## src/rtl/m_ex_mem_skid_reg.sv

```systemverilog
// EX/MEM pipeline register with a two-entry skid buffer.
// readyE is registered, so there is no combinational path from readyM back to EX.
module m_ex_mem_skid_reg #(
  parameter int DATA_W  = 32,
  parameter int REG_W   = 5,
  parameter int INSTR_W = 32,
  parameter int CTRL_W  = 3,
  parameter int CNT_W   = 16
) (
  input  logic               clk,
  input  logic               rst_n,
  input  logic               flush,
  input  logic               validE,
  output logic               readyE,
  input  logic [CTRL_W-1:0]  ctrlE,
  input  logic [DATA_W-1:0]  aluoutE,
  input  logic [DATA_W-1:0]  writedataE,
  input  logic [REG_W-1:0]   writeregE,
  input  logic [INSTR_W-1:0] instrE,
  output logic               validM,
  input  logic               readyM,
  output logic [CTRL_W-1:0]  ctrlM,
  output logic [DATA_W-1:0]  aluoutM,
  output logic [DATA_W-1:0]  writedataM,
  output logic [REG_W-1:0]   writeregM,
  output logic [INSTR_W-1:0] instrM,
  output logic [CNT_W-1:0]   stall_cnt,
  output logic [1:0]         dbg_state
);

  // Handshake: a beat transfers on a rising edge where valid & ready are both 1;
  // EX side uses validE/readyE, MEM side uses validM/readyM.

  typedef enum logic [1:0] {
    ST_EMPTY = 2'd0,
    ST_ONE   = 2'd1,
    ST_TWO   = 2'd2
  } state_t;

  typedef struct packed {
    logic [CTRL_W-1:0]  ctrl;
    logic [DATA_W-1:0]  aluout;
    logic [DATA_W-1:0]  writedata;
    logic [REG_W-1:0]   writereg;
    logic [INSTR_W-1:0] instr;
  } entry_t;

  state_t           state_q, state_d;
  entry_t           main_q, main_d;
  entry_t           skid_q, skid_d;
  entry_t           new_e;
  logic             ready_q, ready_d;
  logic [CNT_W-1:0] stall_q, stall_d;
  logic             accept;
  logic             drain;

  assign new_e  = '{ctrl: ctrlE, aluout: aluoutE, writedata: writedataE,
                    writereg: writeregE, instr: instrE};
  assign accept = validE & ready_q;
  assign drain  = (state_q != ST_EMPTY) & readyM;

  always_comb begin
    state_d = state_q;
    main_d  = main_q;
    skid_d  = skid_q;
    stall_d = stall_q;

    case (state_q)
      ST_EMPTY: begin
        if (accept) begin
          main_d  = new_e;
          state_d = ST_ONE;
        end
      end
      ST_ONE: begin
        if (accept && drain) begin
          main_d = new_e;
        end else if (accept) begin
          skid_d  = new_e;
          state_d = ST_TWO;
        end else if (drain) begin
          // Bubble: keep data, but never leave a live regwrite/memwrite behind.
          main_d.ctrl = '0;
          state_d     = ST_EMPTY;
        end
      end
      ST_TWO: begin
        if (drain) begin
          main_d      = skid_q;
          skid_d.ctrl = '0;
          state_d     = ST_ONE;
        end
      end
      default: state_d = ST_EMPTY;
    endcase

    // Flush wins over any concurrent accept or drain.
    if (flush) begin
      state_d     = ST_EMPTY;
      main_d      = main_q;
      skid_d      = skid_q;
      main_d.ctrl = '0;
      skid_d.ctrl = '0;
    end

    ready_d = (state_d != ST_TWO);

    if ((state_q != ST_EMPTY) && !readyM && (stall_q != {CNT_W{1'b1}})) begin
      stall_d = stall_q + {{(CNT_W-1){1'b0}}, 1'b1};
    end
  end

  always_ff @(posedge clk) begin
    if (!rst_n) begin
      state_q <= ST_EMPTY;
      main_q  <= '0;
      skid_q  <= '0;
      ready_q <= 1'b1;
      stall_q <= '0;
    end else begin
      state_q <= state_d;
      main_q  <= main_d;
      skid_q  <= skid_d;
      ready_q <= ready_d;
      stall_q <= stall_d;
    end
  end

  assign readyE     = ready_q;
  assign validM     = (state_q != ST_EMPTY);
  assign ctrlM      = main_q.ctrl;
  assign aluoutM    = main_q.aluout;
  assign writedataM = main_q.writedata;
  assign writeregM  = main_q.writereg;
  assign instrM     = main_q.instr;
  assign stall_cnt  = stall_q;
  assign dbg_state  = state_q;

endmodule

```

## config.mk

```make
export PLATFORM = sky130hd
export DESIGN_NAME = m_ex_mem_skid_reg
export DESIGN_NICKNAME = d
export VERILOG_FILES = /design/src/rtl/m_ex_mem_skid_reg.sv
export SDC_FILE = /design/constraint.sdc
export NUM_CORES = 1
export LEC_CHECK = 0
export ABC_AREA = 1
export CAP_MARGIN = 25
export CORE_MARGIN = 1
export CORE_UTILIZATION = 45
export DETAILED_ROUTE_END_ITERATION = 10
export HOLD_SLACK_MARGIN = 0.12
export MAX_ROUTING_LAYER = met4
export PLACE_DENSITY = 0.82
export SYNTH_ARGS = -nofsm -noshare
export SYNTH_HDL_FRONTEND = slang
export SYNTH_SLANG_ARGS = --single-unit
```

## constraint.sdc

```tcl
create_clock -name clk -period 2.5 [get_ports clk]
set_clock_uncertainty 0.05 [all_clocks]
set_input_delay 0.75 -clock clk [delete_from_list [all_inputs] [get_ports clk]]
set_output_delay 0.75 -clock clk [all_outputs]
set_load 0.02 [all_outputs]
```

# --- Yosys cells after proc, flatten, opt, wreduce, memory -nomap -nowiden ---
# Cells that the tools add are included.
classes:
  eq_ne: 11
  bitwise: 5
  n_reduce_logical: 13
  add_sub_neg: 1
  mux: 17
op_table:
  columns: ["cell", "count"]
  rows:
  - ["104-bit two-way mux", 4]
  - ["104-bit case mux with 3 select lines", 1]
  - ["101-bit two-way mux", 1]
  - ["16-bit by 1-bit adder with 16-bit output (second input constant)", 1]
  - ["16-bit inequality test (second input constant)", 1]
  - ["2-bit two-way mux", 6]
  - ["2-bit inequality test (second input constant)", 6]
  - ["5-bit AND reduction", 2]
  - ["3-bit two-way mux", 3]
  - ["4-bit AND reduction", 2]
  - ["3-bit inequality test (second input constant)", 2]
  - ["2-bit case mux with 3 select lines", 1]
  - ["3-bit case mux with 2 select lines", 1]
  - ["2-bit nonzero test", 2]
  - ["1-bit logical AND", 3]
  - ["1-bit inverter", 3]
  - ["3-bit nonzero test", 1]
  - ["1-bit bitwise AND", 2]
  - ["2-bit by 1-bit == test with 1-bit output (second input constant)", 1]
  - ["2-bit == test (second input constant)", 1]
  - ["2-bit zero test", 1]
  - ["2-bit OR reduction", 1]
  - ["1-bit zero test", 1]
word_totals:
  register_bits: 227
  word_cells: 60
  out_inout_bits: 124

# --- Longest topological paths before layout ---
depth:
  depth_word: 8
  ltp_mapped: 12
  mapped_depth_nobuf: 10

# --- Worst setup path after synthesis ---
# No wires, ideal clock.
synth_timing:
  kind: "register -> register"
  startpoint: "register state_q[0] (netlist: dbg_state[0])"
  endpoint: "register main_q (netlist bit aluoutM[0])"
  path_stages_with_launch: 11
  synth_period_minus_slack_ps: 1985
  arrival_time_ps: 1817
  path_buffers: 2
  setup_slack_ps: 515
  setup_ps: 118
  required_ps: 2332
  cell_sequence: "dfxtp_1 -> inv_1 -> ha_1 -> inv_2 -> nand2_4 -> nand2_1 -> nand3_2 -> buf_2 -> buf_2 -> nor3_1 -> nor2_1"
synth_between:
  elab_chain_cells: 5
  word_cells_on_any_way: 12
  cone_classes: "eq/ne: 5; mux: 1; bitwise: 1; reduce/logical: 5"
synth_rtl:
  columns: ["item", "line_no", "text"]
  rows:
  - ["start: declaration", "48", "state_t state_q, state_d;"]
  - ["start signal: assignment", "121", "state_q <= state_d;"]
  - ["2-bit nonzero test (*)", null, null]
  - ["net validM", "20", "output logic validM,"]
  - ["1-bit bitwise AND (*)", "60", "assign drain = (state_q != ST_EMPTY) & readyM;"]
  - ["1-bit logical AND", "76", "if (accept && drain) begin"]
  - ["2-bit inequality test (no source line)", null, null]
  - ["5-bit AND reduction (no source line) (*)", null, null]
  - ["end signal: assignment", "122", "main_q <= main_d;"]
  - ["end: declaration", "49", "entry_t main_q, main_d;"]
# Mark *: on every way through the listed nets, which the timed path passes. The rest lies on a longest branch.
# A chain may end at the register's enable or synchronous reset.

# --- Worst setup path in the final report ---
layout_timing:
  startpoint: "register stall_q[3] (netlist: stall_cnt[3])"
  endpoint: "output stall_cnt[3]"
layout_rtl:
  columns: ["item", "line_no", "text"]
  rows:
  - ["start: declaration", "53", "logic [CNT_W-1:0] stall_q, stall_d;"]
  - ["start signal: assignment", "125", "stall_q <= stall_d;"]
  - ["end: declaration", "27", "output logic [CNT_W-1:0] stall_cnt,"]
# No word-level cell between the ends.

==> results_tabular.tex <==
\begin{tabular}{lr}
\hline
Metric & Value \\
\hline
\multicolumn{2}{l}{\textbf{Logic synthesis}} \\
\quad Sequential fraction of the synthesis area & 0.460 \\
\quad Distinct cell type count after synthesis & 23 \\
\quad Number of warnings reported in the yosys synthesis log & 0 \\
\quad Post-synthesis instance area & 0.00987 mm² \\
\quad Count of state elements after synthesis & 227 \\
\quad Mapped Avg Cell Area & 7.00 µm² \\
\quad Cells after Synth & 1410 \\
\quad Mapped Nets & 1524 \\
\multicolumn{2}{l}{\textbf{Timing}} \\
\quad Maximum clock frequency & 408 MHz \\
\quad Count of final setup violators & 0 \\
\quad Slew of the pin with the lowest slew margin & 729 ps \\
\quad Final clock period utilization by the worst path & 0.981 \\
\quad Setup repair after global routing missed its margin & no \\
\quad Final min period & 2450 ps \\
\quad Worst-case headroom to the max-slew limit & 0.514 \\
\quad Number of max-slew violations in the final report & 0 \\
\quad Final hold violation count & 0 \\
\quad Setup\_tns & 0 ps \\
\multicolumn{2}{l}{\textbf{Floorplan}} \\
\quad Die width & 150 µm \\
\quad Die area & 0.0225 mm² \\
\quad Ports placed on the boundary & 233 \\
\quad Std cell rows & 53 \\
\quad Std-Cell Core Area & 0.0213 mm² \\
\quad Effective utilization at floorplan & 0.464 \\
\quad Die Y & 150 µm \\
\multicolumn{2}{l}{\textbf{Clock network}} \\
\quad Hold bufs inserted after CTS & 0 \\
\quad Maximum buffer depth of the clock tree & 3 \\
\quad Post-CTS clock slew at the launch and capture registers of the worst setup and hold paths & 60 ps \\
\quad Later-pin clock latency in the skew report & 500 ps \\
\quad Clock Tree Root & sky130\_fd\_sc\_hd\_\_clkbuf\_16 \\
\quad Clock sink total & 227 \\
\quad Clock tree from TritonCTS & done \\
\quad Total CTS buffers & 24 \\
\quad Total number of H-tree levels & 1 \\
\multicolumn{2}{l}{\textbf{Global routing}} \\
\quad Number of global-route vias before repair & 9260 \\
\quad Initial antenna violation count & 0 \\
\quad Wire length of the first global-routing pass & 44.6 mm \\
\quad Leftover overflow at the end of global routing & 0 \\
\quad Tot GR Track Use & 0.247 \\
\quad Maximum number of pins on one net before global-route repair & 73 \\
\multicolumn{2}{l}{\textbf{Worst setup path}} \\
\quad Setup crit end kind & output pin \\
\quad Crit start category & flop \\
\quad Worst EP required & 1700 ps \\
\quad Highest-delay cell along the critical path & sky130\_fd\_sc\_hd\_\_clkdlybuf4s50\_1 \\
\quad Cell family contributing the most delay on the critical path & buffers and inverters \\
\quad Max Fanout on Critical Path & 6 \\
\quad RR Startpoint & dbg\_state[0]\$\_SDFF\_PN0\_ \\
\quad Critical path cell sequence & clkdlybuf4s50\_1 \\
\quad Max incr delay on CP & 680 ps \\
\quad Critical path type & flop to output pin \\
\quad Buffering stage count on the worst path with inverters included & 1 \\
\quad Worst R2R Path Depth & 11 \\
\quad Critical path arrival & 1650 ps \\
\quad RR Endpoint & aluoutM[4]\$\_SDFFE\_PN0P\_ \\
\quad Worst-case register-to-register setup slack & 420 ps \\
\multicolumn{2}{l}{\textbf{Drt}} \\
\quad Drt total wl & 27.9 mm \\
\quad Final routed wire length divided by cell count & 14.7 µm \\
\quad Number of nets still failing antenna checks after routing & 0 \\
\quad Via count & 10103 \\
\quad Pre-Repair DR Iteration Count & 7 \\
\quad Violation count after the first detailed-route iteration & 603 \\
\quad Vias per inst & 5.31 \\
\quad Drt drc & 0 \\
\multicolumn{2}{l}{\textbf{Pwr}} \\
\quad Proportion of power drawn by flip-flops and latches & 0.442 \\
\quad Cell Int Power & 6560 µW \\
\quad Part of the total power dissipated in combinational logic & 0.160 \\
\quad Power density relative to cell area & 659 mW/mm² \\
\quad Part of the total power dissipated in the clock network & 0.398 \\
\quad Max IR drop VDD & 0.000453 V \\
\quad Leakage component of the power & 0.00501 µW \\
\quad Final total power & 8830 µW \\
\quad Switching share of total power & 0.257 \\
\quad Net switching power of the design & 2270 µW \\
\multicolumn{2}{l}{\textbf{Finish}} \\
\quad Filler instances & 1839 \\
\quad Fraction of layout cells with a size suffix above 1 & 0.0621 \\
\quad Final Net Count & 1724 \\
\quad Diodes inserted & 0 \\
\quad Area Growth Syn to Fin & 35.8\% \\
\multicolumn{2}{l}{\textbf{Min path}} \\
\quad Hold path startpoint & skid\_q[50]\$\_SDFFE\_PN0P\_ \\
\quad Min-Delay Path Class & flop to flop \\
\quad Hold-critical path depth & 2 \\
\quad Hold Crit Endpoint & skid\_q[50]\$\_SDFFE\_PN0P\_ \\
\multicolumn{2}{l}{\textbf{Outcome}} \\
\quad Result of the run & complete, no violations \\
\multicolumn{2}{l}{\textbf{Placed design}} \\
\quad GPL Wtd Cong & 0.895 \\
\quad Hpwl dp & 18.0 mm \\
\quad Buffers added on ports & 232 \\
\multicolumn{2}{l}{\textbf{Run}} \\
\quad Max Cap Viol & 0 \\
\hline
\end{tabular}
## cell families after synthesis
| family | count (synthesis) | share of synthesized area |
|---|---|---|
| AO/OA/AOI/OAI | 379 | 0.192 |
| flip-flops | 227 | 0.460 |
| AND/OR/NAND/NOR | 608 | 0.250 |
| adder cells (fa/ha/maj) | 5 | 0.00634 |
| XOR/XNOR | 7 | 0.00621 |
| buffers and inverters | 184 | 0.0850 |
## power by group through the flow
stage | combinational (µW) | clock [µW] | sequential [µW]
after global placement | 1380 | 0 | 3980
after CTS | 1410 | 3580 | 3900
after global routing | 1540 | 3740 | 3920
after floorplan | 576 | 0 | 4130
final | 1410 | 3520 | 3900
after detailed placement | 1400 | 0 | 3980
## how the worst max path moves through the flow
stage                                       end  slack, ps  cells past startpoint                      start
global placement    writedataM[19]$_SDFFE_PN0P_         40                      8                     readyM
CTS                                stall_cnt[0]         60                      1  stall_cnt[0]$_SDFFE_PN0P_
floorplan               aluoutM[0]$_SDFFE_PN0P_        520                     10    dbg_state[0]$_SDFF_PN0_
global route                       stall_cnt[0]          9                      1  stall_cnt[0]$_SDFFE_PN0P_
finish                             stall_cnt[3]         50                      1  stall_cnt[3]$_SDFFE_PN0P_
detailed placement  writedataM[16]$_SDFFE_PN0P_        -30                      8                     readyM
## tightest hold or removal path, cell delays in order, from the launching register on
cell	delay (ps)
sky130_fd_sc_hd__dfxtp_1	300
sky130_fd_sc_hd__inv_1	50
sky130_fd_sc_hd__a21oi_1	50
## through the flow
stage | instance area [µm²] | hold WS [ps] | setup WS, ps | utilization | cells
final | 13400 | 395 | 46.3 | 0.630 | 1902
after global routing | 13400 | 414 | 8.91 | 0.630 | 1902
after CTS | 13400 | 397 | 59.3 | 0.630 | 1902
after detailed placement | 12600 | 388 | -27.2 | 0.593 | 1859
after global placement | 12600 | 382 | 39.9 | 0.593 | 1859
after floorplan | 9870 | 373 | 515 | - | 1410
## registers in the layout, indices dropped and copies added (netlist names)
name and count:
dbg_state 2, writedataM 32, writeregM 5, instrM 32, readyE 1, aluoutM 32
ctrlM 3, skid_q 104, stall_cnt 16
## synthesized netlist by cell type, drive strengths merged
cell type | n | area share
nand2 | 185 | 0.071
o21ai | 311 | 0.16
nand3 | 63 | 0.033
inv | 77 | 0.029
ha | 5 | 0.0063
buf | 53 | 0.035
nor3 | 49 | 0.025
dfxtp | 227 | 0.46
clkbuf | 54 | 0.021
xor2 | 3 | 0.0027
xnor2 | 4 | 0.0035
a21oi | 68 | 0.034
nor2 | 305 | 0.12
nand4 | 6 | 0.0038
## metal layers
metal	up-vias	share of wire	track usage
li1	5004	-	-
met2	432	0.46	0.390
met1	4618	0.43	0.317
met4	0	0.022	0.0843
met3	49	0.087	0.0467
met5	-	0	-
## final cells by class
class	count	area (µm²)	area share
clock buffer	38	734	0.0548
tap	275	344	0.0257
inverter	77	289	0.0216
clock inverter	5	50.0	0.00373
timing repair buffer	281	2920	0.218
multi-input combinational	999	4520	0.337
sequential	227	4540	0.339
## cell usage in the layout, fill, tap and decap left out, drive strengths merged
| cell type | count |
|---|---|
| o21ai | 311 |
| nor2 | 305 |
| clkdlybuf4s50 | 230 |
| dfxtp | 227 |
| nand2 | 185 |
| inv | 77 |
| a21oi | 68 |
| nand3 | 63 |
| buf | 50 |
| nor3 | 49 |
| clkbuf | 38 |
| nand4 | 6 |
| ha | 5 |
| xnor2 | 4 |
| clkinv | 4 |
| xor2 | 3 |
| bufinv | 1 |
| dlygate4sd2 | 1 |
## repair_timing
action / CTS / global route
endpoints found under the setup margin: 1 / 0
gates resized for setup: 1 / 0
setup buffers: 0 / 0
(Power assumes the default switching activity.)
